File: config.mk
export PLATFORM = sky130hd
export DESIGN_NAME = load_result_unit
export DESIGN_NICKNAME = d
export VERILOG_FILES = /design/src/rtl/load_result_unit.sv
export SDC_FILE = /design/constraint.sdc
export NUM_CORES = 1
export LEC_CHECK = 0
export BUFFER_PORTS_ARGS = -buffer_cell sky130_fd_sc_hd__buf_2
export CELL_PAD_IN_SITES_DETAIL_PLACEMENT = 0
export CELL_PAD_IN_SITES_GLOBAL_PLACEMENT = 2
export CORE_ASPECT_RATIO = 0.8
export CORE_MARGIN = 5
export CORE_UTILIZATION = 30
export CTS_BUF_LIST = sky130_fd_sc_hd__clkbuf_16
export CTS_CLUSTER_SIZE = 20
export DETAILED_ROUTE_END_ITERATION = 10
export GPL_TIMING_DRIVEN = 0
export HOLD_SLACK_MARGIN = 0.03
export PLACE_DENSITY_LB_ADDON = 0.1
export SYNTH_ARGS = -nofsm -noshare
export SYNTH_HDL_FRONTEND = slang
export SYNTH_SLANG_ARGS = --single-unit
File: constraint.sdc
create_clock -name clk -period 3.56 [get_ports clk]
set_input_delay 0.712 -clock clk [delete_from_list [all_inputs] [get_ports clk]]
set_output_delay 0.712 -clock clk [all_outputs]
set_load 0.02 [all_outputs]
File: src/rtl/load_result_unit.sv
`default_nettype none
// +------------------------------------------------------------------------+
// | Module   : load_result_unit                                            |
// | Purpose  : CPU load/store responder driving a 1-cycle-latency data RAM; |
// |            define MISALIGNED_EN to split misaligned accesses in two.   |
// | Revision : 1.0  initial release                                        |
// +------------------------------------------------------------------------+
module load_result_unit #(
  parameter int XLEN   = 32,
  parameter int ADDR_W = 32
) (
  input  logic              clk,
  input  logic              rst,
  input  logic              isLoad,
  input  logic              isStore,
  input  logic [2:0]        funct3,
  input  logic [ADDR_W-1:0] addr,
  input  logic [XLEN-1:0]   storeData,
  output logic              busy,
  output logic [XLEN-1:0]   loadResult,
  output logic              loadResultAvail,
  output logic              accessFault,
  output logic [ADDR_W-1:0] memAddr,
  output logic              memRe,
  output logic              memWe,
  output logic [3:0]        memByteEn,
  output logic [XLEN-1:0]   memWdata,
  input  logic [XLEN-1:0]   memRdata
);

`ifdef MISALIGNED_EN
  localparam logic c_MIS_EN = 1'b1;
`else
  localparam logic c_MIS_EN = 1'b0;
`endif

  localparam logic [1:0] c_IDLE      = 2'd0;
  localparam logic [1:0] c_LOAD_RESP = 2'd1;
  localparam logic [1:0] c_SPLIT_LD2 = 2'd2;
  localparam logic [1:0] c_SPLIT_ST2 = 2'd3;

  logic [1:0]        r_state;
  logic              r_fault;
  logic              r_split;
  logic [1:0]        r_off;
  logic [2:0]        r_f3;
  logic [XLEN-1:0]   r_word0;
  logic [ADDR_W-1:0] r_wordAddr;
  logic [3:0]        r_hiEn;
  logic [XLEN-1:0]   r_hiData;

  logic [1:0]        w_off;
  logic [ADDR_W-1:0] w_wordAddr;
  logic [ADDR_W-1:0] w_nextAddr;
  logic              w_req;
  logic              w_badF3;
  logic              w_mis;
  logic              w_fault;
  logic              w_accept;
  logic              w_go;
  logic [3:0]        w_sizeMask;
  logic [7:0]        w_laneEn;
  logic [5:0]        w_shAmt;
  logic [2*XLEN-1:0] w_wideData;
  logic [2*XLEN-1:0] w_merged;
  logic [XLEN-1:0]   w_lane;
  logic [XLEN-1:0]   w_ext;

  assign w_off      = addr[1:0];
  assign w_wordAddr = {addr[ADDR_W-1:2], 2'b00};
  assign w_nextAddr = r_wordAddr + ADDR_W'(4);
  assign w_req      = isLoad | isStore;
  // 011/110/111 are never legal; unsigned variants make no sense for a store
  assign w_badF3    = (funct3 == 3'b011) || (funct3[2:1] == 2'b11) || (isStore && funct3[2]);
  assign w_mis      = ((funct3[1:0] == 2'b01) && (w_off == 2'b11)) ||
                      ((funct3[1:0] == 2'b10) && (w_off != 2'b00));
  assign w_fault    = w_req && ((isLoad && isStore) || w_badF3 || (w_mis && !c_MIS_EN));
  assign w_accept   = (r_state == c_IDLE) || (r_state == c_LOAD_RESP);
  assign w_go       = w_accept && w_req && !w_fault;

  always_comb begin
    case (funct3[1:0])
      2'b00:   w_sizeMask = 4'b0001;
      2'b01:   w_sizeMask = 4'b0011;
      default: w_sizeMask = 4'b1111;
    endcase
  end

  // Lanes and data laid out across two words; the upper word feeds the split store.
  assign w_shAmt    = {1'b0, w_off, 3'b000};
  assign w_laneEn   = {4'b0000, w_sizeMask} << w_off;
  assign w_wideData = {{XLEN{1'b0}}, storeData} << w_shAmt;

  always_comb begin
    busy      = 1'b0;
    memRe     = 1'b0;
    memWe     = 1'b0;
    memByteEn = 4'b0000;
    memWdata  = '0;
    memAddr   = w_wordAddr;
    case (r_state)
      c_IDLE, c_LOAD_RESP: begin
        if (w_go) begin
          memRe = isLoad;
          memWe = isStore;
          if (isStore) begin
            memByteEn = w_laneEn[3:0];
            memWdata  = w_wideData[XLEN-1:0];
          end
        end
      end
      c_SPLIT_LD2: begin
        busy    = 1'b1;
        memRe   = 1'b1;
        memAddr = w_nextAddr;
      end
      c_SPLIT_ST2: begin
        busy      = 1'b1;
        memWe     = 1'b1;
        memAddr   = w_nextAddr;
        memByteEn = r_hiEn;
        memWdata  = r_hiData;
      end
      default: ;
    endcase
    if (rst) begin
      busy      = 1'b0;
      memRe     = 1'b0;
      memWe     = 1'b0;
      memByteEn = 4'b0000;
    end
  end

  // An aligned result sits in the low word; a split one spans {word1, word0}.
  always_comb begin
    w_merged = r_split ? {memRdata, r_word0} : {{XLEN{1'b0}}, memRdata};
    w_lane   = w_merged[{1'b0, r_off, 3'b000} +: XLEN];
    case (r_f3)
      3'b000:  w_ext = {{(XLEN-8){w_lane[7]}}, w_lane[7:0]};
      3'b001:  w_ext = {{(XLEN-16){w_lane[15]}}, w_lane[15:0]};
      3'b100:  w_ext = {{(XLEN-8){1'b0}}, w_lane[7:0]};
      3'b101:  w_ext = {{(XLEN-16){1'b0}}, w_lane[15:0]};
      default: w_ext = w_lane;
    endcase
  end

  assign loadResultAvail = (r_state == c_LOAD_RESP) && !rst;
  assign loadResult      = loadResultAvail ? w_ext : '0;
  assign accessFault     = r_fault && !rst;

  always_ff @(posedge clk) begin
    if (rst) begin
      r_state    <= c_IDLE;
      r_fault    <= 1'b0;
      r_split    <= 1'b0;
      r_off      <= 2'b00;
      r_f3       <= 3'b000;
      r_word0    <= '0;
      r_wordAddr <= '0;
      r_hiEn     <= 4'b0000;
      r_hiData   <= '0;
    end else begin
      r_fault <= w_accept && w_fault;
      case (r_state)
        c_IDLE, c_LOAD_RESP: begin
          r_state <= c_IDLE;
          if (w_go) begin
            r_off      <= w_off;
            r_f3       <= funct3;
            r_wordAddr <= w_wordAddr;
            r_split    <= w_mis;
            r_hiEn     <= w_laneEn[7:4];
            r_hiData   <= w_wideData[2*XLEN-1:XLEN];
            if (isLoad) begin
              r_state <= w_mis ? c_SPLIT_LD2 : c_LOAD_RESP;
            end else if (w_mis) begin
              r_state <= c_SPLIT_ST2;
            end
          end
        end
        c_SPLIT_LD2: begin
          r_word0 <= memRdata;
          r_state <= c_LOAD_RESP;
        end
        c_SPLIT_ST2: r_state <= c_IDLE;
        default:     r_state <= c_IDLE;
      endcase
    end
  end

endmodule
`default_nettype wire
==> results.sh, run 1 <==
export IMPL_p_leak_nw=3.48
export IMPL_die_height_um=147
export IMPL_worst_slew_pin_slew_ns=0.901
export IMPL_drcViolationCount=0
export IMPL_drv_cap=0
export IMPL_crit_fanout=10
export IMPL_wl_per_cell_um=22.1
export IMPL_die_area_um2=26700
export IMPL_synth_cell_area_um2=7040
export IMPL_peakVddDrop_mv=0.208
export IMPL_synth_edf_count=0
export IMPL_fin_util_pct=37.9
export IMPL_port_buffers=204
export IMPL_status="completed"
export IMPL_drt_wl_total_um=32100
export IMPL_hp_start="r_word0[7]$_SDFFE_PP0P_"
export IMPL_drt_iter0_drc=585
export IMPL_reg2reg_from="r_state[1]$_SDFF_PP0_"
export IMPL_crit_buf_inv=4
export IMPL_cts_htree_levels=3
export IMPL_reg2reg_slack_ns=1.27
export IMPL_clk_latency_ns=0.36
export IMPL_p_switching_mw=0.966
export IMPL_cp_arrival_ns=2.72
export IMPL_drv_slew=0
export IMPL_area_delta_synth_final_pct=25.4
export IMPL_power_frac_seq_pct=41.0
export IMPL_placementRows=50
export IMPL_synthCells=915
export IMPL_cts_buffers=9
export IMPL_nFillCells=2577
export IMPL_cp_start_kind="input port"
export IMPL_die_w_um=181
export IMPL_cts_max_path_buffers=2
export IMPL_rsz0062_at_grt="no"
export IMPL_hold_violations=0
export IMPL_final_nets=1240
export IMPL_reg2reg_depth=6
export IMPL_slowest_stage="buf_1"
export IMPL_start_util_pct=30.3
export IMPL_layout_common_cells="buf_2, nand2_1, a21oi_1"
export IMPL_synth_flop_cell="dfxtp_1"
export IMPL_overflow=0
export IMPL_whs_endpoint="r_word0[7]$_SDFFE_PP0P_"
export IMPL_drt_first_pass_iters=5
export IMPL_vias=8105
export IMPL_ant_nets=0
export IMPL_core_area_um2=23300
export IMPL_cp_common_cell="buf_2"
export IMPL_ctsHoldBuffers=0
export IMPL_fin_crit_sh_pct=96.5
export IMPL_hpwl_um=24000
export IMPL_viasPerCell=5.57
export IMPL_hold_path_class="register to register"
export IMPL_grt_pass1_vias=8098
export IMPL_r2r_end="r_word0[27]$_SDFFE_PP0P_"
export IMPL_synth_seq_cells=98
export IMPL_setup_viol_count_final=0
export IMPL_crit_type="input port to output pin"
export IMPL_drive_gt1_share_pct=24.8
export IMPL_whs_path_depth=2
export IMPL_skew_ns=0.0107
export IMPL_internal_power_mw=1.92
export IMPL_grt_util_all_layers_pct=23.3
export IMPL_io_pin_count=208
export IMPL_clockPowerShare_pct=35.0
export IMPL_grt_max_degree=16
export IMPL_ys_warn_count=0
export IMPL_seq_area_frac_synth_pct=27.9
export IMPL_crit_required_ns=2.85
export IMPL_async_reset_ff_share_pct=0
export IMPL_timing_final_crit_period_ns=3.44
export IMPL_setup_tns_ns=0
export IMPL_cts_tree="done"
export IMPL_path_clk_slew_ns=0.08
export IMPL_fmax_mhz=291
export IMPL_end_kind="output pin"
export IMPL_critPathMaxStageDelay_ns=0.56
export IMPL_path_cells="buf_2, buf_1, buf_2, mux2i_1, o21ai_0, buf_2"
export IMPL_path_delay_family="buffers and inverters"
export IMPL_p_comb_share_pct=24.0
export IMPL_cts_num_sinks=98
export IMPL_root_buffer="clkbuf_16"
export IMPL_synth_area_per_cell_um2=7.69
export IMPL_p_per_area_nw_per_um2=327
export IMPL_synth_cell_type_count=55
export IMPL_slew_headroom_pct=39.3
export IMPL_swShare_pct=33.5
export IMPL_grt_pass1_wl_um=49200
export IMPL_grt_antenna_before_repair=3
export IMPL_final_common_cell="buf_2"
export IMPL_place_gp_congestion=0.842
==> worst max path at each step <==
stage                                           from              to  slack, ns  cells after the start
after floorplan                                  rst  loadResult[31]       0.23                      5
after global placement                     funct3[0]    memWdata[23]      -0.25                      6
after detailed placement                   funct3[0]    memWdata[23]      -0.21                      6
after CTS                 r_wordAddr[2]$_SDFFE_PP0P_     memAddr[19]       0.03                      6
after global routing                         addr[1]    memWdata[27]       0.02                      7
final                                        addr[0]    memWdata[10]       0.12                      6
==> layout make-up <==
type	instances	area (µm²)	area share, %
sequential	98	1960	22.2
buffer	94	390	4.42
timing repair buffer	212	1080	12.2
multi-input combinational	713	4690	53.1
antenna	1	2.50	0.0283
clock inverter	7	60.1	0.680
inverter	8	30.0	0.340
tap	312	390	4.42
clock buffer	9	225	2.55
==> registers in the layout, summed over array words and instances (netlist names) <==
register	count
r_hiEn	3
r_fault	1
r_state	2
r_split	1
r_off	2
r_word0	32
r_wordAddr	30
r_hiData	24
r_f3	3
==> stage by stage <==
stage | hold slack (ns) | total power [mW] | cells | cell area, µm² | worst slack, ns
after floorplan | 0.433 | 1.60 | 917 | 7050 | 0.229
after global placement | 0.446 | 1.89 | 1433 | 8460 | -0.249
after detailed placement | 0.451 | 1.89 | 1433 | 8460 | -0.205
after CTS | 0.461 | 2.90 | 1452 | 8790 | 0.0275
after global routing | 0.478 | 3.03 | 1454 | 8830 | 0.0231
final | 0.457 | 2.89 | 1454 | 8830 | 0.124
==> routing by layer <==
| metal | share of wire, % | vias up | track usage, % | wire length (µm) |
|---|---|---|---|---|
| met5 | 0.059 | - | 0 | 19 |
| met4 | 1.9 | 4 | 5.40 | 626 |
| met3 | 7.3 | 43 | 5.67 | 2330 |
| met2 | 42 | 348 | 34.3 | 13600 |
| met1 | 48 | 3825 | 34.2 | 15600 |
| li1 | - | 3885 | - | - |
==> power groups by stage <==
stage	combinational (mW)	clock [mW]	sequential (mW)
floorplan	0.404	0	1.19
global placement	0.684	0	1.21
detailed placement	0.682	0	1.21
CTS	0.687	1.03	1.18
global route	0.752	1.09	1.19
finish	0.694	1.01	1.18
==> cell families (layout without fill, tap and decap cells) <==
group                    count (synthesis)  count (layout)  synth area share (%)
AO/OA/AOI/OAI                          298             298                  27.4
adder cells (fa/ha/maj)                  1               1                 0.178
other                                    1               4                0.0533
XOR/XNOR                                11              11                  1.37
buffers and inverters                  106             330                  6.10
multiplexers                            84              84                  15.1
AND/OR/NAND/NOR                        316             316                  21.9
flip-flops                              98              98                  27.9
==> Yosys cell counts, drive strengths merged (2+ instances only) <==
library cell,instances,area [µm²]
nor3,3,15.0
or4b,2,20.0
or4,13,97.6
a31oi,25,156
nand2b,10,62.6
mux2i,57,571
o21a,9,67.6
nand3,20,100
o22a,7,61.3
xor2,8,70.1
and2,4,25.0
nand4,43,269
o31ai,55,413
a22oi,11,82.6
xnor2,3,26.3
nor2b,16,100
o22ai,10,62.6
or3,5,31.3
nor2,57,214
inv,7,26.3
a211oi,9,67.6
o311ai,9,78.8
a22o,6,52.6
and3,9,56.3
a221o,9,90.1
mux2,10,113
a21oi,103,515
nand2,124,465
dfxtp,98,1960
o21ai,26,130
and4,3,26.3
o211ai,16,120
buf,22,113
clkbuf,76,287
mux4,17,383
==> tightest hold or removal path: stages (launching register included) <==
cell	delay, ns
dfxtp_1	0.31
nand2_1	0.05
a21oi_1	0.05
==> repair_timing <==
item / in CTS / in global routing
gates resized for setup: 7 / 7
setup endpoints to repair: 28 / 29
setup buffers: 3 / 5
pin swaps: 1 / 3
Power figures use the tool's default switching activity.
==> inputs of run 2 (changes only) <==
--- a/config.mk
+++ b/config.mk
@@ -5,12 +5,13 @@
 export SDC_FILE = /design/constraint.sdc
 export NUM_CORES = 1
 export LEC_CHECK = 0
+export ABC_AREA = 1
 export BUFFER_PORTS_ARGS = -buffer_cell sky130_fd_sc_hd__buf_2
 export CELL_PAD_IN_SITES_DETAIL_PLACEMENT = 0
 export CELL_PAD_IN_SITES_GLOBAL_PLACEMENT = 2
 export CORE_ASPECT_RATIO = 0.8
 export CORE_MARGIN = 5
-export CORE_UTILIZATION = 30
+export CORE_UTILIZATION = 28
 export CTS_BUF_LIST = sky130_fd_sc_hd__clkbuf_16
 export CTS_CLUSTER_SIZE = 20
 export DETAILED_ROUTE_END_ITERATION = 10
==> run 2 against run 1 <==
Worst setup slack better by 0.12 ns. Maximum frequency is 3.5% higher. Utilization down 2.7 points. Non-clock buffer count decreased by 19. Final cell count increased by 25%. Clock power is essentially flat. Critical path depth up 3. Synthesized cell count up 38%.
==> results.sh, run 2 <==
export IMPL_status="completed"
export IMPL_path_delay_family="compound AO/OA/AOI/OAI gates"
export IMPL_skew_ns=0.00460
export IMPL_synth_xor_area_share_pct=1.95
export IMPL_crit_fanout=10
export IMPL_synth_most_common_cell="nand2_1"
export IMPL_cts_num_sinks=98
export IMPL_top_regs="r_word0 x32, r_wordAddr x30, r_hiData x24"
export IMPL_synth_edf_count=0
export IMPL_synthTopCellsByArea="dfxtp_1, nand2_1, o21ai_0, nor2_1, a21oi_1"
export IMPL_regMostFlops="r_word0"
export IMPL_layout_common_cells="nand2_1, buf_2, nor2_1"
export IMPL_die_height_um=153
export IMPL_fin_util_pct=35.3
export IMPL_cp_start_kind="register"
export IMPL_synthTopCellsByCount="nand2_1, nor2_1, o21ai_0"
export IMPL_path_clk_slew_ns=0.07
export IMPL_grt_pass1_wl_um=53000
export IMPL_timing_final_crit_period_ns=3.32
export IMPL_final_area_um2=8930
export IMPL_critPathMaxStageDelay_ns=0.69
export IMPL_dp_cells=1795
export IMPL_reg2reg_from="r_state[1]$_SDFF_PP0_"
export IMPL_synth_top_family_by_area="simple AND/OR/NAND/NOR gates"
export IMPL_cts_htree_levels=3
export IMPL_drive_gt1_share_pct=18.4
export IMPL_drt_wl_total_um=35500
export IMPL_viasPerCell=5.03
export IMPL_synthMuxAreaShare_pct=0.835
export IMPL_internal_power_mw=1.93
export IMPL_startpoint="r_split$_SDFFE_PP0P_"
export IMPL_start_util_pct=28.4
export IMPL_root_buffer="clkbuf_16"
export IMPL_grt_antenna_before_repair=0
export IMPL_p_leak_nw=4.17
export IMPL_wl_per_cell_um=19.6
export IMPL_yosysTopAreaCell="dfxtp_1"
export IMPL_overflow=0
export IMPL_drcViolationCount=0
export IMPL_final_common_cell="nand2_1"
export IMPL_fin_cells=1811
export IMPL_synth_compound_area_share_pct=20.4
export IMPL_cts_buffers=9
export IMPL_path_cells="buf_6, inv_4, clkbuf_1, o21ai_0, nand2_1, o211ai_1, nand3_1, a21oi_1, buf_2"
export IMPL_p_comb_share_pct=24.0
export IMPL_crit_required_ns=2.85
export IMPL_grt_max_degree=18
export IMPL_slowest_stage="o21ai_0"
export IMPL_antenna_cells=0
export IMPL_place_gp_congestion=0.965
export IMPL_yosys_area_share_adder_pct=0.174
export IMPL_cts_max_path_buffers=2
export IMPL_synthCells=1265
export IMPL_p_per_area_nw_per_um2=333
export IMPL_worst_slew_pin_slew_ns=0.777
export IMPL_drt_iter0_drc=669
export IMPL_fin_crit_sh_pct=93.3
export IMPL_drv_cap=0
export IMPL_hold_violations=0
export IMPL_synth_area_per_cell_um2=5.68
export IMPL_seq_area_frac_synth_pct=27.3
export IMPL_placed_area_um2=8620
export IMPL_crit_type="register to output pin"
export IMPL_peakVddDrop_mv=0.225
export IMPL_async_reset_ff_share_pct=0
export IMPL_hpwl_um=28600
export IMPL_final_nets=1586
export IMPL_vias=9108
export IMPL_setup_tns_ns=0
export IMPL_synth_cell_type_count=41
export IMPL_slew_headroom_pct=47.6
export IMPL_end_kind="output pin"
export IMPL_power_frac_seq_pct=40.8
export IMPL_die_w_um=189
export IMPL_rsz0062_at_grt="no"
export IMPL_drv_slew=0
export IMPL_core_area_um2=25300
export IMPL_placementRows=52
export IMPL_fmax_mhz=301
export IMPL_yosys_area_top_type_share_pct=27.3
export IMPL_clockPowerShare_pct=35.2
export IMPL_synth_seq_cells=98
export IMPL_largest_reg_flops=32
export IMPL_cp_arrival_ns=2.61
export IMPL_synth_flop_cell="dfxtp_1"
export IMPL_synth_simple_area_share_pct=40.1
export IMPL_swShare_pct=34.9
export IMPL_clk_latency_ns=0.36
export IMPL_cts_tree="done"
export IMPL_hold_slack_ns=0.445
export IMPL_synth_cell_area_um2=7190
export IMPL_hp_start="r_hiEn[1]$_SDFFE_PP0P_"
export IMPL_port_buffers=204
export IMPL_setup_viol_count_final=0
export IMPL_crit_buf_inv=4
export IMPL_p_switching_mw=1.04
export IMPL_die_area_um2=29000
export IMPL_area_delta_synth_final_pct=24.2
export IMPL_ant_nets=0
export IMPL_ctsHoldBuffers=0
export IMPL_hold_path_class="register to register"
export IMPL_grt_util_all_layers_pct=23.6
export IMPL_grt_pass1_vias=8559
export IMPL_ys_warn_count=0
export IMPL_io_pin_count=208
export IMPL_drt_first_pass_iters=5
run 2: power by group through the flow:
stage	combinational, mW	clock [mW]	sequential (mW)
after CTS	0.707	1.07	1.21
final	0.713	1.04	1.21
after floorplan	0.417	0	1.22
after detailed placement	0.705	0	1.24
after global placement	0.705	0	1.24
after global routing	0.784	1.12	1.22
run 2: worst reg2reg max path: stages, from the launching register on:
cell and delay, ns:
dfxtp_1 0.42, inv_2 0.15, nor2_2 0.25, clkinv_1 0.31, clkbuf_1 0.33, nor2_1 0.17
nor2_1 0.06
run 2: layer usage:
metal  vias to the layer above  global-route usage, %  wire (µm)
met5                         -                      0          0
met4                         0                   3.47        286
met3                        17                   5.08       2810
met2                       345                   33.0      14300
met1                      4225                   37.3      18100
li1                       4521                      -          -
run 2: cells by family (layout without fill, tap and decap cells):
family	Yosys count	count (layout)
mux	6	6
buf+inv	150	370
fa+ha+maj	1	1
compound gates	277	277
other cells	1	3
flops	98	98
simple gates	716	716
xor+xnor	16	16
run 2: final cells by class:
type	count	area (µm²)
fill	2974	16400
multi-input combinational	1019	4570
sequential	98	1960
timing repair buffer	204	1020
buffer	83	405
tap	324	405
inverter	67	259
clock buffer	9	225
clock inverter	7	77.6
run 2: stage by stage:
stage               worst slack (ns)  power [mW]
global placement               0.410        1.94
global route                   0.137        3.12
finish                         0.239        2.97
floorplan                      0.862        1.64
detailed placement             0.427        1.94
CTS                            0.285        2.99
run 2: final timing paths:
kind | slack (ns) | end | cells after the start
worst max-delay path | 0.24 | loadResult[14] | 9
worst min-delay path | 0.45 | r_hiEn[1]$_SDFFE_PP0P_ | 2
worst max register to register | 1.76 | r_word0[10]$_SDFFE_PP0P_ | 6
worst min register to register | 0.45 | r_hiEn[1]$_SDFFE_PP0P_ | 2
run 2: timing repair:
item,CTS,global route
resized for setup,0,1
setup endpoints to repair,0,2
setup buffers,0,0
